===== src/rtl/timer_pkg.sv =====
// Shared definitions for the programmable timer generator: mode encodings,
// channel sequencing states and the default prescale constant.
package timer_pkg;

  typedef enum logic [1:0] {
    MODE_PERIODIC = 2'b00,
    MODE_CLOCK    = 2'b01,
    MODE_ONESHOT  = 2'b10
  } mode_e;

  typedef enum logic [1:0] {
    CH_IDLE,
    CH_RUN,
    CH_SHOT
  } ch_state_e;

  localparam int unsigned PRESCALE_DEFAULT = 50;

  // Encoding 2'b11 has no mode of its own and behaves as periodic.
  function automatic mode_e decode_mode(input logic [1:0] raw);
    case (raw)
      2'b01:   return MODE_CLOCK;
      2'b10:   return MODE_ONESHOT;
      default: return MODE_PERIODIC;
    endcase
  endfunction

endpackage


===== src/rtl/timer_gen_prog_if.sv =====
// Channel control/status bundle of the timer generator; the master drives
// configuration and start pulses, the slave (timer) returns the timing outputs.
interface timer_gen_prog_if #(
  parameter int unsigned NUM_CH = 4,
  parameter int unsigned CNT_W  = 16
);

  logic [NUM_CH-1:0]       ch_en;
  logic [2*NUM_CH-1:0]     ch_mode;
  logic [CNT_W*NUM_CH-1:0] ch_period;
  logic [NUM_CH-1:0]       ch_start;
  logic                    t_base;
  logic [NUM_CH-1:0]       ch_tick;
  logic [NUM_CH-1:0]       ch_clk;
  logic [NUM_CH-1:0]       ch_busy;

  modport master (
    output ch_en, ch_mode, ch_period, ch_start,
    input  t_base, ch_tick, ch_clk, ch_busy
  );

  modport slave (
    input  ch_en, ch_mode, ch_period, ch_start,
    output t_base, ch_tick, ch_clk, ch_busy
  );

endinterface


===== src/rtl/timer_ch.sv =====
// One timer channel: counts shared base ticks against a latched period and
// produces periodic ticks, a 50% clock, or a single one-shot tick.
module timer_ch
  import timer_pkg::*;
#(
  parameter int unsigned CNT_W = 16
) (
  input  logic             clk,
  input  logic             reset,
  input  logic             base_i,
  input  logic             en_i,
  input  logic [1:0]       mode_i,
  input  logic [CNT_W-1:0] period_i,
  input  logic             start_i,
  output logic             tick_o,
  output logic             clk_o,
  output logic             busy_o
);

  ch_state_e        state_q, state_d;
  mode_e            mode_q, mode_d, mode_in;
  logic [CNT_W-1:0] per_q, per_d, per_in;
  logic [CNT_W-1:0] cnt_q, cnt_d;
  logic             en_q, clk_q, clk_d, tick_q, tick_d;
  logic             load, running, bnd;

  // base_i is the cycle before t_base, so registered ticks line up with it.
  always_comb begin
    mode_in = decode_mode(mode_i);
    per_in  = (period_i == '0) ? CNT_W'(1) : period_i;
    load    = en_i && (start_i || !en_q);
    running = (state_q == CH_RUN) || (state_q == CH_SHOT);
    bnd     = running && base_i && (cnt_q == per_q - 1'b1);
  end

  always_ff @(posedge clk) begin
    if (reset) state_q <= CH_IDLE;
    else       state_q <= state_d;
  end

  always_comb begin
    state_d = state_q;
    if (!en_i) begin
      state_d = CH_IDLE;
    end else if (load) begin
      if (mode_in != MODE_ONESHOT) state_d = CH_RUN;
      else if (start_i)            state_d = CH_SHOT;
      else                         state_d = CH_IDLE;
    end else if (bnd) begin
      if (state_q == CH_SHOT || mode_in == MODE_ONESHOT) state_d = CH_IDLE;
      else                                               state_d = CH_RUN;
    end
  end

  always_comb begin
    tick_o = tick_q;
    clk_o  = clk_q;
    busy_o = (state_q == CH_SHOT);
  end

  // A start or enable rise takes priority over a coincident boundary.
  always_comb begin
    cnt_d  = cnt_q;
    per_d  = per_q;
    mode_d = mode_q;
    clk_d  = clk_q;
    tick_d = 1'b0;
    if (!en_i) begin
      cnt_d = '0;
      clk_d = 1'b0;
    end else if (load) begin
      cnt_d  = '0;
      per_d  = per_in;
      mode_d = mode_in;
      if (mode_in != MODE_CLOCK) clk_d = 1'b0;
    end else if (bnd) begin
      cnt_d  = '0;
      per_d  = per_in;
      mode_d = mode_in;
      tick_d = 1'b1;
      clk_d  = (mode_q == MODE_CLOCK && mode_in == MODE_CLOCK) ? ~clk_q : 1'b0;
    end else if (running && base_i) begin
      cnt_d = cnt_q + 1'b1;
    end
  end

  always_ff @(posedge clk) begin
    if (reset) begin
      en_q   <= 1'b0;
      cnt_q  <= '0;
      per_q  <= '0;
      mode_q <= MODE_PERIODIC;
      clk_q  <= 1'b0;
      tick_q <= 1'b0;
    end else begin
      en_q   <= en_i;
      cnt_q  <= cnt_d;
      per_q  <= per_d;
      mode_q <= mode_d;
      clk_q  <= clk_d;
      tick_q <= tick_d;
    end
  end

endmodule


===== src/rtl/timer_gen_prog.sv =====
// Programmable multi-channel timer: a shared free-running prescaler feeding
// NUM_CH independent timer_ch channels.
module timer_gen_prog
  import timer_pkg::*;
#(
  parameter int unsigned PRESCALE = PRESCALE_DEFAULT,
  parameter int unsigned NUM_CH   = 4,
  parameter int unsigned CNT_W    = 16
) (
  input  logic             clk,
  input  logic             reset,
  timer_gen_prog_if.slave  bus
);

  localparam int unsigned     PS_W    = $clog2(PRESCALE);
  localparam logic [PS_W-1:0] PS_LAST = PS_W'(PRESCALE - 1);

  logic [PS_W-1:0]   ps_cnt_q, ps_cnt_d;
  logic              ps_last, t_base_q;
  logic [NUM_CH-1:0] tick_w, clk_w, busy_w;

  always_comb begin
    ps_last  = (ps_cnt_q == PS_LAST);
    ps_cnt_d = ps_last ? '0 : ps_cnt_q + 1'b1;
  end

  always_ff @(posedge clk) begin
    if (reset) begin
      ps_cnt_q <= '0;
      t_base_q <= 1'b0;
    end else begin
      ps_cnt_q <= ps_cnt_d;
      t_base_q <= ps_last;
    end
  end

  for (genvar g = 0; g < NUM_CH; g++) begin : g_ch
    timer_ch #(.CNT_W(CNT_W)) u_ch (
      .clk      (clk),
      .reset    (reset),
      .base_i   (ps_last),
      .en_i     (bus.ch_en[g]),
      .mode_i   (bus.ch_mode[2*g +: 2]),
      .period_i (bus.ch_period[CNT_W*g +: CNT_W]),
      .start_i  (bus.ch_start[g]),
      .tick_o   (tick_w[g]),
      .clk_o    (clk_w[g]),
      .busy_o   (busy_w[g])
    );
  end

  assign bus.t_base  = t_base_q;
  assign bus.ch_tick = tick_w;
  assign bus.ch_clk  = clk_w;
  assign bus.ch_busy = busy_w;

endmodule


===== src/flat_wrapper.sv =====
// flat-port wrapper written by rule: the top's interface ports become plain ports
module timer_gen_prog_flat import timer_pkg::*;
#(
  parameter int unsigned PRESCALE = PRESCALE_DEFAULT,
  parameter int unsigned NUM_CH   = 4,
  parameter int unsigned CNT_W    = 16
)
  (clk, reset, bus_ch_en, bus_ch_mode, bus_ch_period, bus_ch_start, bus_t_base, bus_ch_tick, bus_ch_clk, bus_ch_busy);
  timer_gen_prog_if #(.NUM_CH(NUM_CH), .CNT_W(CNT_W)) bus_i ();
  input  logic clk;
  input  logic reset;
  input wire logic [$bits(bus_i.ch_en)-1:0] bus_ch_en;
  input wire logic [$bits(bus_i.ch_mode)-1:0] bus_ch_mode;
  input wire logic [$bits(bus_i.ch_period)-1:0] bus_ch_period;
  input wire logic [$bits(bus_i.ch_start)-1:0] bus_ch_start;
  output wire logic [$bits(bus_i.t_base)-1:0] bus_t_base;
  output wire logic [$bits(bus_i.ch_tick)-1:0] bus_ch_tick;
  output wire logic [$bits(bus_i.ch_clk)-1:0] bus_ch_clk;
  output wire logic [$bits(bus_i.ch_busy)-1:0] bus_ch_busy;
  assign bus_i.ch_en = bus_ch_en;
  assign bus_i.ch_mode = bus_ch_mode;
  assign bus_i.ch_period = bus_ch_period;
  assign bus_i.ch_start = bus_ch_start;
  assign bus_t_base = bus_i.t_base;
  assign bus_ch_tick = bus_i.ch_tick;
  assign bus_ch_clk = bus_i.ch_clk;
  assign bus_ch_busy = bus_i.ch_busy;
  timer_gen_prog #(.PRESCALE(PRESCALE), .NUM_CH(NUM_CH), .CNT_W(CNT_W)) u_core (.clk(clk), .reset(reset), .bus(bus_i));
endmodule

===== config.mk =====
export PLATFORM = sky130hd
export DESIGN_NAME = timer_gen_prog_flat
export DESIGN_NICKNAME = d
export VERILOG_FILES = /design/src/rtl/timer_pkg.sv /design/src/rtl/timer_gen_prog_if.sv /design/src/rtl/timer_ch.sv /design/src/rtl/timer_gen_prog.sv /design/src/flat_wrapper.sv
export SDC_FILE = /design/constraint.sdc
export NUM_CORES = 1
export LEC_CHECK = 0
export CORE_MARGIN = 1
export CORE_UTILIZATION = 30
export CTS_CLUSTER_SIZE = 12
export DETAILED_ROUTE_END_ITERATION = 8
export GPL_TIMING_DRIVEN = 0
export HOLD_SLACK_MARGIN = 0.03
export MAX_ROUTING_LAYER = met4
export PLACE_DENSITY_LB_ADDON = 0.3
export SLEW_MARGIN = 40
export SYNTH_ARGS = -nofsm -noshare
export SYNTH_HDL_FRONTEND = slang
export SYNTH_HIERARCHICAL = 1
export SYNTH_SLANG_ARGS = --single-unit
export TNS_END_PERCENT = 20

===== constraint.sdc =====
create_clock -name clk -period 4.6 [get_ports clk]
set_clock_uncertainty 0.1 [all_clocks]
set_input_delay 0.46 -clock clk [delete_from_list [all_inputs] [get_ports clk]]
set_output_delay 0.46 -clock clk [all_outputs]
set_load 0.02 [all_outputs]

==> results of run 1 <==
[cell type report]
type | count | area (µm²) | share of cell area
Sequential cell | 163 | 3260 | 0.300
Timing Repair Buffer | 94 | 941 | 0.0865
Buffer | 40 | 234 | 0.0215
Tap cell | 384 | 480 | 0.0441
Inverter | 22 | 82.6 | 0.00759
Clock buffer | 18 | 439 | 0.0404
Clock inverter | 14 | 188 | 0.0172
Multi-Input combinational cell | 769 | 5260 | 0.483
[kinds of logic after synthesis]
group / synth area share
buffers and inverters: 0.0358
DFF: 0.369
and+or+nand+nor: 0.284
muxes: 0.0382
adders and majority gates: 0.0198
AOI/OAI and AO/OA: 0.122
xor gates and xnor gates: 0.131
[path summary, 6_finish.rpt]
path                             startpoint                             end  slack, ns  cells after the start
max                      u_core/ps_cnt_q[0]    u_core/g_ch[1].u_ch/cnt_q[3]       0.53                     12
min          u_core/g_ch[2].u_ch/state_q[1]  u_core/g_ch[2].u_ch/state_q[1]       0.37                      2
max reg2reg              u_core/ps_cnt_q[0]    u_core/g_ch[1].u_ch/cnt_q[3]       0.53                     12
min reg2reg  u_core/g_ch[2].u_ch/state_q[1]  u_core/g_ch[2].u_ch/state_q[1]       0.37                      2
[cells in the mapped netlist (7+ instances only)]
cell        n
ha_1       14
buf_6       8
or3_1      11
and3_1     23
xor2_1     69
inv_1      22
a22o_1     54
nand3_1    34
mux2i_1    27
clkbuf_1   21
a21oi_1    15
nand4_1    30
buf_2      10
dfxtp_1   163
nor3b_1     7
o21ai_0    11
nand2b_1   38
and2_1     10
o211ai_1    7
xnor2_1    63
nor4_1     24
nand2_1    60
nor2_1    120
nor3_1     28
nor2b_1    23
[sequential cells by signal (all words and copies together), names as in the netlist]
| signal | flops |
|---|---|
| u_core/g_ch.u_ch/state_q | 8 |
| u_core/g_ch.u_ch/per_q | 64 |
| u_core/bus.t_base | 1 |
| u_core/ps_cnt_q | 6 |
| u_core/g_ch.u_ch/mode_q | 8 |
| u_core/g_ch.u_ch/en_q | 4 |
| u_core/g_ch.u_ch/cnt_q | 64 |
| u_core/g_ch.u_ch/tick_o | 4 |
| u_core/g_ch.u_ch/clk_o | 4 |
[power groups by stage]
| stage | sequential [µW] | clock [µW] | combinational, µW |
|---|---|---|---|
| floorplan | 1520 | 0 | 356 |
| global placement | 1540 | 0 | 503 |
| detailed placement | 1540 | 0 | 507 |
| CTS | 1500 | 1570 | 509 |
| global route | 1510 | 1630 | 561 |
| finish | 1500 | 1520 | 508 |
[worst register-to-register path, delay by kind of cell (launching register included)]
kind,cells,cell delay (ns)
simple gates,8,2.23
buf+inv,2,0.75
flops,1,0.39
compound gates,1,0.30
fa+ha+maj,1,0.18
[metrics by stage]
stage / instance area (µm²) / std cells / total power (µW) / setup slack (ns) / util
3_3_place_gp: 10300 / 1472 / 2040 / 0.560 / 0.355
5_1_grt: 10900 / 1504 / 3700 / 0.0803 / 0.377
6_report: 10900 / 1504 / 3540 / 0.528 / 0.377
2_1_floorplan: 8830 / 994 / 1880 / 1.62 / -
4_1_cts: 10900 / 1504 / 3590 / 0.467 / 0.377
3_5_place_dp: 10300 / 1472 / 2040 / 0.502 / 0.355
[metal layers]
layer / track usage / vias up
li1: - / 3784
met1: 0.192 / 3535
met2: 0.231 / 103
met3: 0.0283 / 29
met4: 0.0431 / 0
met5: - / -
==> metrics.txt, run 1 <==
drt via density=slightly below 5; share of the synthesized area in the top cell type=0.369; Synthesis Warnings=6; area delta synth->final=23.2%; Seq pwr share=0.425; Async SR Flop Fraction=0; vias in the first global route=7,200; CTS root buf=clkbuf_16; Die X=~170 µm; CP Class=reg -> reg; CP max stage delay=0.47 ns; share of cells above drive strength 1=0.0688; Tcrit/Tclk final=0.885; CTS tree=yes; most frequent cells in the layout=dfxtp_1 (163), nor2_1 (120), clkdlybuf4s50_1 (94), xor2_1 (69), xnor2_1 (63); fin. max-slew vios=0; crit path max fanout=10; Switching Fraction=0.276; Clk pwr share=0.431; Site Rows=62; DRT Wirelength=approximately 21 mm; grt total ovfl=0; uppermost routed layer=met4; met2 wire length=approximately 9.8 mm; crit path buf inv count=2; vias after detailed routing=~7.5k; Critical Path AT=approximately 4.3 ns; Initial Utilization=0.306; CP endpoint kind=flip-flop; Hold Buf Count CTS=0; n_diodes=0; Pre-antenna DRT Iters=5; Layout Nets=1,203; Max Freq=about 250 MHz; Crit-path slowest cell=nor2_1; Mean Syn Cell Area=around 8.9 µm²; PwrDens=325 nW/µm²; Leak=around 0.004 µW; Worst slew margin=0.570; max capacitance violation total=0; met3 routed WL=~550 µm; htree depth=4; gpl congestion=approximately 0.85; Routed WL per cell=14.1 µm; unrepaired setup endpoints after global routing=no; Worst VDD drop=249 µV; Fin Hold WS=between 0.3 and 0.4 ns; M1 WL=roughly 11 mm; Fillers=between 2k and 3k; die area=about 30,000 µm²; antenna viol nets, final=0; most common cell after layout, fill and taps aside=dfxtp_1; final critical-path required period=4.07 ns; outcome=finished clean; Final Hold Vio Count=0; Die Ht=about 170 µm; Skew-Pair Late Insertion Delay=between 0.4 and 0.5 ns; top cells by area, synth=dfxtp_1 (37%), xor2_1 (6.8%), xnor2_1 (6.2%); CP startpoint kind=flip-flop; Core Box Area=slightly below 30,000 µm²; synthesized area=8830 µm²; I/O pins=95; switching power=slightly below 1000 µW; Synth Flop Type=dfxtp_1; all-layer global routing usage=0.147; Post-Synthesis Net Count=1,090; DR iter-0 viols=about 400; cts repair resizes=0; DRC Markers=0; CP top delay family=simple AND/OR/NAND/NOR gates; synthesis-stage register bit count=approximately 160; first-pass GRT wire length=roughly 35 mm; initial antenna violation count=0; Hold Path Class=reg -> reg; setup_tns=0 ns; sequential share of the synthesized area=0.369; number of enable flip-flop cells after synthesis=0; clock sink count=about 160; Port-buffer cells=94; Detailed Place HPWL=~16 mm; Post-CTS Setup Repair Bufs=0; Worst EP required=4.80 ns; worst slew pin tran=roughly 0.64 ns; Worst-path clk slew=approximately 0.070 ns; Distinct cells, synth=roughly 70; Comb pwr share=0.144; clk buf depth=2; CTS Buf Count=17; pin count of the biggest net entering global routing=18; Syn Inst Count=~1,000; Internal Power=~2600 µW; Critical Path, Cell by Cell=ha_1 -> nand4b_1 -> nor2_1 -> nor2b_1 -> clkbuf_1 -> nand3_1 -> a211o_1 -> nor4_1 -> nand4_2 -> nand2_1 -> clkbuf_1 -> nor2_1; largest area contributor in the netlist=dfxtp_1; Final setup viols=0
No activity file was read; power rests on OpenSTA's default activity.
==> inputs of run 2 (changes only) <==
--- a/config.mk
+++ b/config.mk
@@ -13,6 +13,7 @@
 export HOLD_SLACK_MARGIN = 0.03
 export MAX_ROUTING_LAYER = met4
 export PLACE_DENSITY_LB_ADDON = 0.3
+export RECOVER_POWER = 100
 export SLEW_MARGIN = 40
 export SYNTH_ARGS = -nofsm -noshare
 export SYNTH_HDL_FRONTEND = slang
==> metrics.txt, run 2 (synthesized netlist as in run 1, its figures left out) <==
grt total ovfl=0; CTS Buf Count=17; PwrDens=approximately 330 nW/µm²; n_diodes=0; final critical-path required period=just over 4 ns; clk buf depth=2; Layout Nets=1,203; Power, Total=about 3500 µW; Core Box Area=between 20,000 and 30,000 µm²; die area=approximately 30,000 µm²; multi-input logic area=5220 µm²; Site Rows=62; gpl congestion=between 0.8 and 0.9; Internal Power=roughly 2600 µW; Hold Buf Count CTS=0; Post-DP Area=roughly 10,000 µm²; outcome=finished clean; worst slew pin tran=about 0.65 ns; clock sink count=~160; design area=10,800 µm²; Leak=between 0.004 and 0.005 µW; setup slack, reg-to-reg=just under 0.5 ns; Detailed Place HPWL=~16 mm; Max Freq=between 200 and 250 MHz; cts repair resizes=0; top flop regs=u_core/g_ch.u_ch/cnt_q: 64 flops, u_core/g_ch.u_ch/per_q: 64 flops; initial antenna violation count=0; switching power=968 µW; CTS root buf=clkbuf_16; I/O pins=95; Worst VDD drop=~250 µV; pin count of the biggest net entering global routing=18; Fillers=just under 3k; Crit-path slowest cell=a2111oi_0; Comb pwr share=0.141; Final Hold Vio Count=0; register area=3260 µm²; Post-CTS Setup Repair Bufs=0; Clk pwr share=0.432; Die Ht=about 170 µm; most used cell, CP=clkbuf_1; Critical Path AT=4.31 ns; unrepaired setup endpoints after global routing=no; Tcrit/Tclk final=0.894; Seq pwr share=0.427; max capacitance violation total=0; Initial Utilization=0.306; Port-buffer cells=94; most frequent cells in the layout=dfxtp_1 (163), nor2_1 (120), clkdlybuf4s50_1 (80), xor2_1 (69), xnor2_1 (63); Hold Path Class=reg -> reg; Switching Fraction=0.275; crit path max fanout=10; Die X=around 170 µm; first-pass GRT wire length=around 35 mm; DRC Markers=0; drt via density=between 4 and 5; setup_tns=0 ns; Worst slew margin=0.567; Worst EP required=approximately 4.8 ns; vias in the first global route=between 7k and 8k; all-layer global routing usage=0.147; CP Class=reg -> reg; area delta synth->final=22.2%; CP startpoint kind=flip-flop; Pre-antenna DRT Iters=5; CP max stage delay=between 0.4 and 0.5 ns; Final setup viols=0; CTS tree=yes; htree depth=4; Finished Core Util=0.374; Routed WL per cell=~14 µm; DRT Wirelength=around 21 mm; Skew-Pair Late Insertion Delay=between 0.4 and 0.5 ns; share of cells above drive strength 1=0.0598; Critical Path, Cell by Cell=ha_1 -> nand4b_1 -> nor2_1 -> nor2b_1 -> clkbuf_1 -> nand3_1 -> a2111oi_0 -> o211a_1 -> nand4_1 -> a21bo_1 -> clkbuf_1 -> buf_2 -> mux2i_1; DR iter-0 viols=424; vias after detailed routing=~7.5k; fin. max-slew vios=0; antenna viol nets, final=0; most common cell after layout, fill and taps aside=dfxtp_1; CP endpoint kind=flip-flop; Worst-path clk slew=~0.070 ns
[run 2: final cells by class]
cell class,instances,share of cell area
clock inverters,14,0.0174
flip-flops and latches,163,0.302
well taps,384,0.0445
repair buffers,94,0.0872
inverters,22,0.00765
clock buffers,18,0.0407
multi-input cells,769,0.484
plain buffers,40,0.0166
[run 2: path summary, 6_finish.rpt]
path / startpoint / to / depth (start not counted)
worst min register to register: u_core/g_ch[2].u_ch/state_q[1] / u_core/g_ch[2].u_ch/state_q[1] / 2
worst max register to register: u_core/ps_cnt_q[0] / u_core/g_ch[0].u_ch/per_q[10] / 13
worst max-delay path: u_core/ps_cnt_q[0] / u_core/g_ch[0].u_ch/per_q[10] / 13
worst min-delay path: u_core/g_ch[2].u_ch/state_q[1] / u_core/g_ch[2].u_ch/state_q[1] / 2
[run 2: power groups by stage]
stage                     registers (µW)  clock network, µW  logic, µW
after global placement              1540                  0        503
final                               1500               1520        495
after global routing                1510               1630        548
after floorplan                     1520                  0        356
after detailed placement            1540                  0        507
after CTS                           1500               1570        509
[run 2: routing by layer]
metal  GRT usage  vias up  part of all wire
met5           -        -                 0
met1       0.192     3534              0.50
met2       0.231      114              0.46
met4      0.0431        0             0.012
li1            -     3782                 -
met3      0.0283       21             0.027
[run 2: per-stage QoR]
step | hold slack [ns] | setup WS, ns | cells
floorplan | 0.340 | 1.62 | 994
global placement | 0.355 | 0.560 | 1472
detailed placement | 0.363 | 0.502 | 1472
CTS | 0.374 | 0.467 | 1504
global route | 0.393 | 0.0456 | 1504
finish | 0.378 | 0.487 | 1504
[run 2: critical path, delay by kind of cell (launching register included)]
| kind | cells | cell delay [ns] |
|---|---|---|
| AO/OA/AOI/OAI | 3 | 0.98 |
| adder cells (fa/ha/maj) | 1 | 0.18 |
| buffers and inverters | 3 | 0.93 |
| flip-flops | 1 | 0.39 |
| multiplexers | 1 | 0.15 |
| AND/OR/NAND/NOR | 5 | 1.25 |
